## config.mk

```make
export PLATFORM = sky130hd
export DESIGN_NAME = rtc_bus_arbiter
export DESIGN_NICKNAME = d
export VERILOG_FILES = /design/src/rtl/rtc_bus_arbiter.sv
export SDC_FILE = /design/constraint.sdc
export NUM_CORES = 1
export LEC_CHECK = 0
export CAP_MARGIN = 20
export CORE_ASPECT_RATIO = 1.1
export CORE_UTILIZATION = 53
export DETAILED_ROUTE_END_ITERATION = 10
export MAX_ROUTING_LAYER = met4
export PLACE_DENSITY = 0.93
export SLEW_MARGIN = 20
export SYNTH_ARGS = -nofsm -noshare
export SYNTH_HDL_FRONTEND = slang
export SYNTH_SLANG_ARGS = --single-unit
```

## constraint.sdc

```tcl
create_clock -name clk -period 5 [get_ports clk]
set_clock_uncertainty 0.1 [all_clocks]
set_input_delay 0.75 -clock clk [delete_from_list [all_inputs] [get_ports clk]]
set_output_delay 0.75 -clock clk [all_outputs]
set_load 0.02 [all_outputs]
```

## src/rtl/rtc_bus_arbiter.sv

```systemverilog
// RTC DatAdd bus arbiter: writes (priority) and a refresh read scan share one multiplexed bus.
// Each bus cycle is 4*T_PH clocks plus one IDLE clock; requesters hold wr_req until wr_ack, with no preemption.
module rtc_bus_arbiter #(
  parameter int          T_PH       = 10,
  parameter logic [7:0]  SCAN_FIRST = 8'h21,
  parameter logic [7:0]  SCAN_LAST  = 8'h26
) (
  input  logic       clk,
  input  logic       reset,
  input  logic       wr_req,
  input  logic [7:0] wr_addr,
  input  logic [7:0] wr_data,
  output logic       wr_ack,
  input  logic       scan_en,
  output logic       rf_we,
  output logic [3:0] rf_addr,
  output logic [7:0] rf_data,
  output logic       CS,
  output logic       AD,
  output logic       RD,
  output logic       WR,
  output logic [7:0] dat_out,
  output logic       dat_oe,
  input  logic [7:0] dat_in,
  output logic       busy,
  output logic [2:0] state
);

  typedef enum logic [2:0] {
    S_IDLE  = 3'd0,
    S_ADDR  = 3'd1,
    S_LATCH = 3'd2,
    S_DATA  = 3'd3,
    S_GAP   = 3'd4
  } st_t;

  localparam logic [7:0] PH_LOAD = 8'(T_PH - 1);

  st_t        st_q, st_d;
  logic [7:0] ph_q;
  logic       cyc_wr_q;
  logic [7:0] cyc_addr_q;
  logic [7:0] cyc_data_q;
  logic [7:0] ptr_q;
  logic       ph_done;
  logic       grant_wr;
  logic       grant_rd;
  logic       rd_done;
  logic       wr_done;

  assign ph_done = (ph_q == 8'd0);
  assign rd_done = (st_q == S_DATA) && ph_done && !cyc_wr_q;
  assign wr_done = (st_q == S_GAP) && ph_done && cyc_wr_q;

  always_comb begin
    st_d     = st_q;
    grant_wr = 1'b0;
    grant_rd = 1'b0;
    case (st_q)
      S_IDLE: begin
        // a request still high while its own ack is showing is the one just served
        if (wr_req && !wr_ack) begin
          st_d     = S_ADDR;
          grant_wr = 1'b1;
        end else if (scan_en) begin
          st_d     = S_ADDR;
          grant_rd = 1'b1;
        end
      end
      S_ADDR:  if (ph_done) st_d = S_LATCH;
      S_LATCH: if (ph_done) st_d = S_DATA;
      S_DATA:  if (ph_done) st_d = S_GAP;
      S_GAP:   if (ph_done) st_d = S_IDLE;
      default: st_d = S_IDLE;
    endcase
  end

  always_comb begin
    CS      = 1'b1;
    AD      = 1'b1;
    RD      = 1'b1;
    WR      = 1'b1;
    dat_oe  = 1'b0;
    dat_out = 8'h00;
    case (st_q)
      S_ADDR: begin
        CS      = 1'b0;
        AD      = 1'b0;
        WR      = 1'b0;
        dat_oe  = 1'b1;
        dat_out = cyc_addr_q;
      end
      S_LATCH: begin
        CS      = 1'b0;
        dat_oe  = 1'b1;
        dat_out = cyc_addr_q;
      end
      S_DATA: begin
        CS = 1'b0;
        if (cyc_wr_q) begin
          WR      = 1'b0;
          dat_oe  = 1'b1;
          dat_out = cyc_data_q;
        end else begin
          RD = 1'b0;
        end
      end
      default: ;
    endcase
  end

  always_ff @(posedge clk or negedge reset) begin
    if (!reset) begin
      st_q       <= S_IDLE;
      ph_q       <= 8'd0;
      cyc_wr_q   <= 1'b0;
      cyc_addr_q <= 8'h00;
      cyc_data_q <= 8'h00;
      ptr_q      <= SCAN_FIRST;
      wr_ack     <= 1'b0;
      rf_we      <= 1'b0;
      rf_addr    <= 4'd0;
      rf_data    <= 8'h00;
    end else begin
      st_q <= st_d;
      if (st_d != st_q) begin
        ph_q <= (st_d == S_IDLE) ? 8'd0 : PH_LOAD;
      end else if (!ph_done) begin
        ph_q <= ph_q - 8'd1;
      end
      if (grant_wr) begin
        cyc_wr_q   <= 1'b1;
        cyc_addr_q <= wr_addr;
        cyc_data_q <= wr_data;
      end else if (grant_rd) begin
        cyc_wr_q   <= 1'b0;
        cyc_addr_q <= ptr_q;
      end
      // both strobes are registered so they rise on the edge of the transition they mark
      wr_ack <= wr_done;
      rf_we  <= rd_done;
      if (rd_done) begin
        rf_addr <= cyc_addr_q[3:0] - SCAN_FIRST[3:0];
        rf_data <= dat_in;
        ptr_q   <= (cyc_addr_q == SCAN_LAST) ? SCAN_FIRST : cyc_addr_q + 8'd1;
      end
    end
  end

  assign busy  = (st_q != S_IDLE);
  assign state = st_q;

endmodule
```

## Word-level counts from Yosys, hierarchy flattened

Index checks and enable logic that the tools add are counted.

| storage, ports and cells | value |
|---|---|
| bits in registers | 50 |
| word-level logic and storage cells | 63 |

| operators by class | value |
|---|---|
| reductions and logical operators | 14 |
| add/sub/neg operators | 3 |
| equal/unequal tests | 7 |
| multiplexer cells | 29 |

Operators with widths:

| kind | number |
|---|---|
| 8-bit two-way mux | 6 |
| 3-bit two-way mux | 6 |
| 8-bit one-hot mux with 2 select lines | 1 |
| 3-bit one-hot mux with 5 select lines | 1 |
| 1-bit two-way mux | 12 |
| 8-bit by 1-bit adder with 8-bit output, second input constant | 1 |
| 8-bit by 6-bit == test with 1-bit output, second input constant | 1 |
| 8-bit zero test | 1 |
| 8-bit by 1-bit subtractor with 8-bit output, second input constant | 1 |
| 3-bit by 2-bit == test with 1-bit output, second input constant | 2 |
| 3-bit zero test | 2 |
| 1-bit logical AND | 5 |
| 4-bit two-way mux | 1 |
| 1-bit one-hot mux with 2 select lines | 2 |
| 4-bit by 1-bit subtractor with 4-bit output, second input constant | 1 |
| 3-bit by 1-bit == test with 1-bit output, second input constant | 1 |
| 3-bit == test, second input constant | 1 |
| 3-bit != test | 1 |
| 3-bit nonzero test | 1 |
| 3-bit OR reduction | 1 |
| 1-bit zero test | 2 |
| 2-bit by 1-bit != test with 1-bit output, second input constant | 1 |
| 2-bit nonzero test | 1 |
| 2-bit OR reduction | 1 |

## Longest topological paths before layout

| depth | value |
|---|---|
| word-level depth | 7 |
| mapped depth | 7 |

## Least setup slack after synthesis

Ideal clock, no wire load.

| timing | value |
|---|---|
| kind | register to output |
| from | reg st_q[1] (netlist: state[1]) |
| to | out dat_out[0] |
| cell stages (with the launch flop) | 5 |
| required time | 4,150 ps |
| setup slack | 2,517 ps |
| arrival time | 1,633 ps |
| cells stage by stage | dfrtp_1 clkbuf_1 xor2_1 a22oi_1 nor2_1 |

| between the ends | value |
|---|---|
| cells in the longest elaborated chain, start to end | 3 |
| elaborated cells between the ends (all ways) | 5 |
| classes of those cells | eq/ne: 3; mux: 1; reduce/logical: 1 |

Ends and longest elaborated chain:

| element | RTL line | text |
|---|---|---|
| from (decl) | 39 | `st_t st_q, st_d;` |
| from (signal assigned) | 125 | `st_q <= st_d;` |
| 3-bit by 2-bit == test with 1-bit output or 3-bit by 1-bit == test with 1-bit output (tied branches) | 85 | `case (st_q)` |
| 2-bit OR reduction (no source line) | - |  |
| 8-bit one-hot mux with 2 select lines * | 85 |  |
| to (decl) | 22 | `output logic [7:0] dat_out,` |

Mark *: on every way between the ends. The rest lies on a longest branch, timed or not.

## Worst setup path after layout

| timing | value |
|---|---|
| from | reg st_q[1] (netlist: state[1]) |
| to | out dat_out[3] |

The elaborated chain is that of the path after synthesis.

==> out/metrics.yaml <==
synth_top_family_by_area: "simple AND/OR/NAND/NOR gates"
cap_violations: 0
ys_seq_area_share_pct: 51.6
use_met3_pct: 3.91
antenna_found_initial: 0
ys_ff_latch: 50
syn_inst: 236
cts_buffers: 5
max-vdd-ir-drop_mv: 0.378
grt.overflow.total: 0
tightest_slew_ns: 0.609
use_met2_pct: 39.7
dp_hpwl_mm: 3.67
power_density_mw_per_mm2: 624
p_clk_share_pct: 15.0
max_freq_ghz: 0.309
gp_congestion: 0.887
slew_viol_final: 0
fin_nets: 322
synthAdderAreaFrac_pct: 2.06
synth_area_mm2: 0.00243
yosysWarnings: 0
r2r-end: "ptr_q[5]"
syn-num-nets: 268
die_height_um: 73.0
synth.distinct_cells: 44
fill_cells: 310
cp.required_ns: 4.15
pwr-share-seq_pct: 38.3
rows: 25
vias_per_cell: 5.59
wire_per_inst_um: 15.1
clock_latency_ns: 0.31
fin_crit_sh_pct: 64.8
r2r_cells: 6
drive_above_1_share_pct: 11.3
setup_viol: 0
io_pins: 59
drt_first_pass_iters: 4
wl_mm: 5.22
cp-start-kind: "flop"
hp-class: "input port to asynchronous set/reset pin"
grt_pass1_vias: 1839
timing.rr.start: "ph_q[0]"
crit_arrival_ns: 2.39
final.setup.tns_ns: 0
end_kind: "output port"
grt_max_degree: 51
synth_xor_area_share_pct: 3.96
tritoncts: "built"
portBuffers: 58
start_util_pct: 55.9
synth_compound_area_share_pct: 15.3
rsz0062_at_grt: "no"
p_switching_uw: 767
final_hold_viol_count: 0
clockBufferDepth: 2
syn_area_per_cell_um2: 10.3
drt-initial-drc-count: 95
critical_path_class: "flop to output port"
ant_nets: 0
post_cts_resized: 0
clkTransAtPathRegs_ns: 0.09
crit_fanout: 14
switching_share_pct: 39.0
drc_errors: 0
cts_root_buf: "clkbuf_8"
yosys.area_share.simple_pct: 16.2
cts_hold_buf: 0
rrSetupSlack_ns: 2.25
htreeDepth: 2
max-slew-margin-rel_pct: 59.4
grt_pass1_wl_mm: 8.70
grt.total_usage_pct: 24.8
p_int_uw: 1200
die_x_um: 66.6
final_cell_area_mm2: 0.00315
grt-busiest-layer: "met2"
diodes: 0
grt_util_met1_pct: 31.3
place_area_mm2: 0.00303
core-area_mm2: 0.00435
synthMuxAreaShare_pct: 7.41
dieArea_mm2: 0.00486
leakage_uw: 0.00130
cts_sinks: 50
cts_setup_buffers: 0
period_minus_slack_ns: 3.24
status: "completed"
vias: 1928
syn_to_final_growth_pct: 29.6
comb_power_share_pct: 46.7
## per-layer routing
metal  routed length, um  share of wire, %
met4                 134               2.6
met5                   0                 0
met1                2260                43
met2                2630                50
met3                 200               3.8
## through the flow
step           utilization (%)  cells  power [uW]  hold slack (ns)  worst slack (ns)
2_1_floorplan                -    236        1300            0.351              2.52
3_3_place_gp              69.6    336        1630            0.361              1.95
3_5_place_dp              69.6    336        1670            0.373              1.81
4_1_cts                   72.3    344        1970            0.392              1.77
5_1_grt                   72.5    345        2090            0.400              1.63
6_report                  72.5    345        1970            0.343              1.76
## how the worst max path moves through the flow
stage                        start          to  slack (ns)  cells past startpoint
after detailed placement    wr_req     ph_q[1]        1.81                      5
after floorplan           state[1]  dat_out[0]        2.52                      4
after global routing      state[1]  dat_out[3]        1.63                      4
after global placement      wr_req     ph_q[1]        1.95                      5
final                     state[1]  dat_out[3]        1.76                      4
after CTS                 state[1]  dat_out[3]        1.77                      4
## state kept, by name, indices dropped and copies added (netlist names)
name and cells:
ptr_q 8, cyc_wr_q 1, state 3, ph_q 8, cyc_data_q 8, rf_data 8, wr_ack 1, rf_addr 4
cyc_addr_q 8, rf_we 1
## cells in the final DEF, fill, tap and decap left out, types with 2 or more instances in the layout
master and instances:
a211oi_1 2, a21o_1 3, a21oi_1 3, a22oi_1 8, clkbuf_8 6, clkdlybuf4s50_1 57
dfrtp_1 48, dfstp_2 2, ha_1 4, inv_1 10, mux2_2 16, nand2_1 26
nand2b_1 3, nand3_1 5, nor2_1 17, nor2b_1 2, nor3_1 5, nor4_1 2
nor4bb_1 2, o211ai_1 2, o21a_1 2, o21ai_0 21, o22ai_1 9, or3_1 2
or4_1 2, xnor2_1 7, xor2_1 4
## final cells by class
cell class | instances | area [um^2] | share of cell area, %
sequential | 50 | 1250 | 39.8
inverter | 10 | 37.5 | 1.19
timing repair buffer | 59 | 583 | 18.5
multi-input combinational | 164 | 1090 | 34.7
clock inverter | 1 | 30.0 | 0.953
tap | 54 | 67.6 | 2.14
clock buffer | 7 | 86.3 | 2.74
## cells in the mapped netlist, drive strengths merged
master | number | area, um^2
a2111oi | 1 | 8.76
a211oi | 2 | 15.0
a21boi | 1 | 7.51
a21o | 3 | 22.5
a21oi | 3 | 15.0
a22oi | 8 | 60.1
a31oi | 1 | 6.26
and2 | 1 | 6.26
and3 | 1 | 6.26
buf | 2 | 10.0
clkbuf | 10 | 37.5
dfrtp | 48 | 1200
dfstp | 2 | 52.6
ha | 4 | 50.1
inv | 10 | 37.5
mux2 | 16 | 180
nand2 | 26 | 97.6
nand2b | 3 | 18.8
nand3 | 6 | 35.0
nand3b | 1 | 7.51
nor2 | 18 | 75.1
nor2b | 2 | 12.5
nor3 | 5 | 25.0
nor3b | 2 | 20.0
nor4 | 3 | 33.8
nor4bb | 2 | 20.0
o211ai | 2 | 15.0
o21a | 2 | 15.0
o21ai | 21 | 105
o21ba | 1 | 10.0
o221ai | 1 | 8.76
o22a | 1 | 8.76
o22ai | 9 | 56.3
o31ai | 1 | 7.51
o32a | 1 | 10.0
or3 | 2 | 12.5
or3b | 1 | 8.76
or4 | 2 | 15.0
xnor2 | 7 | 61.3
xor2 | 4 | 35.0
## power by group through the flow
| stage | sequential (uW) | clock, uW | combinational, uW |
|---|---|---|---|
| 6_report | 753 | 295 | 918 |
| 3_3_place_gp | 747 | 0 | 884 |
| 5_1_grt | 777 | 311 | 1010 |
| 2_1_floorplan | 758 | 0 | 544 |
| 3_5_place_dp | 759 | 0 | 914 |
| 4_1_cts | 751 | 296 | 924 |
## kinds of logic after synthesis
logic type / Yosys count
fa+ha+maj: 4
buf+inv: 22
compound gates: 58
xor+xnor: 11
simple gates: 75
mux: 16
flops: 50
## critical path, cell delays in order (launching register included)
cell,delay (ns)
dfrtp_1,0.61
xor2_1,0.51
a22oi_1,0.19
nor2_1,0.15
clkdlybuf4s50_1,0.62
No activity file was read; power rests on OpenSTA's default activity.
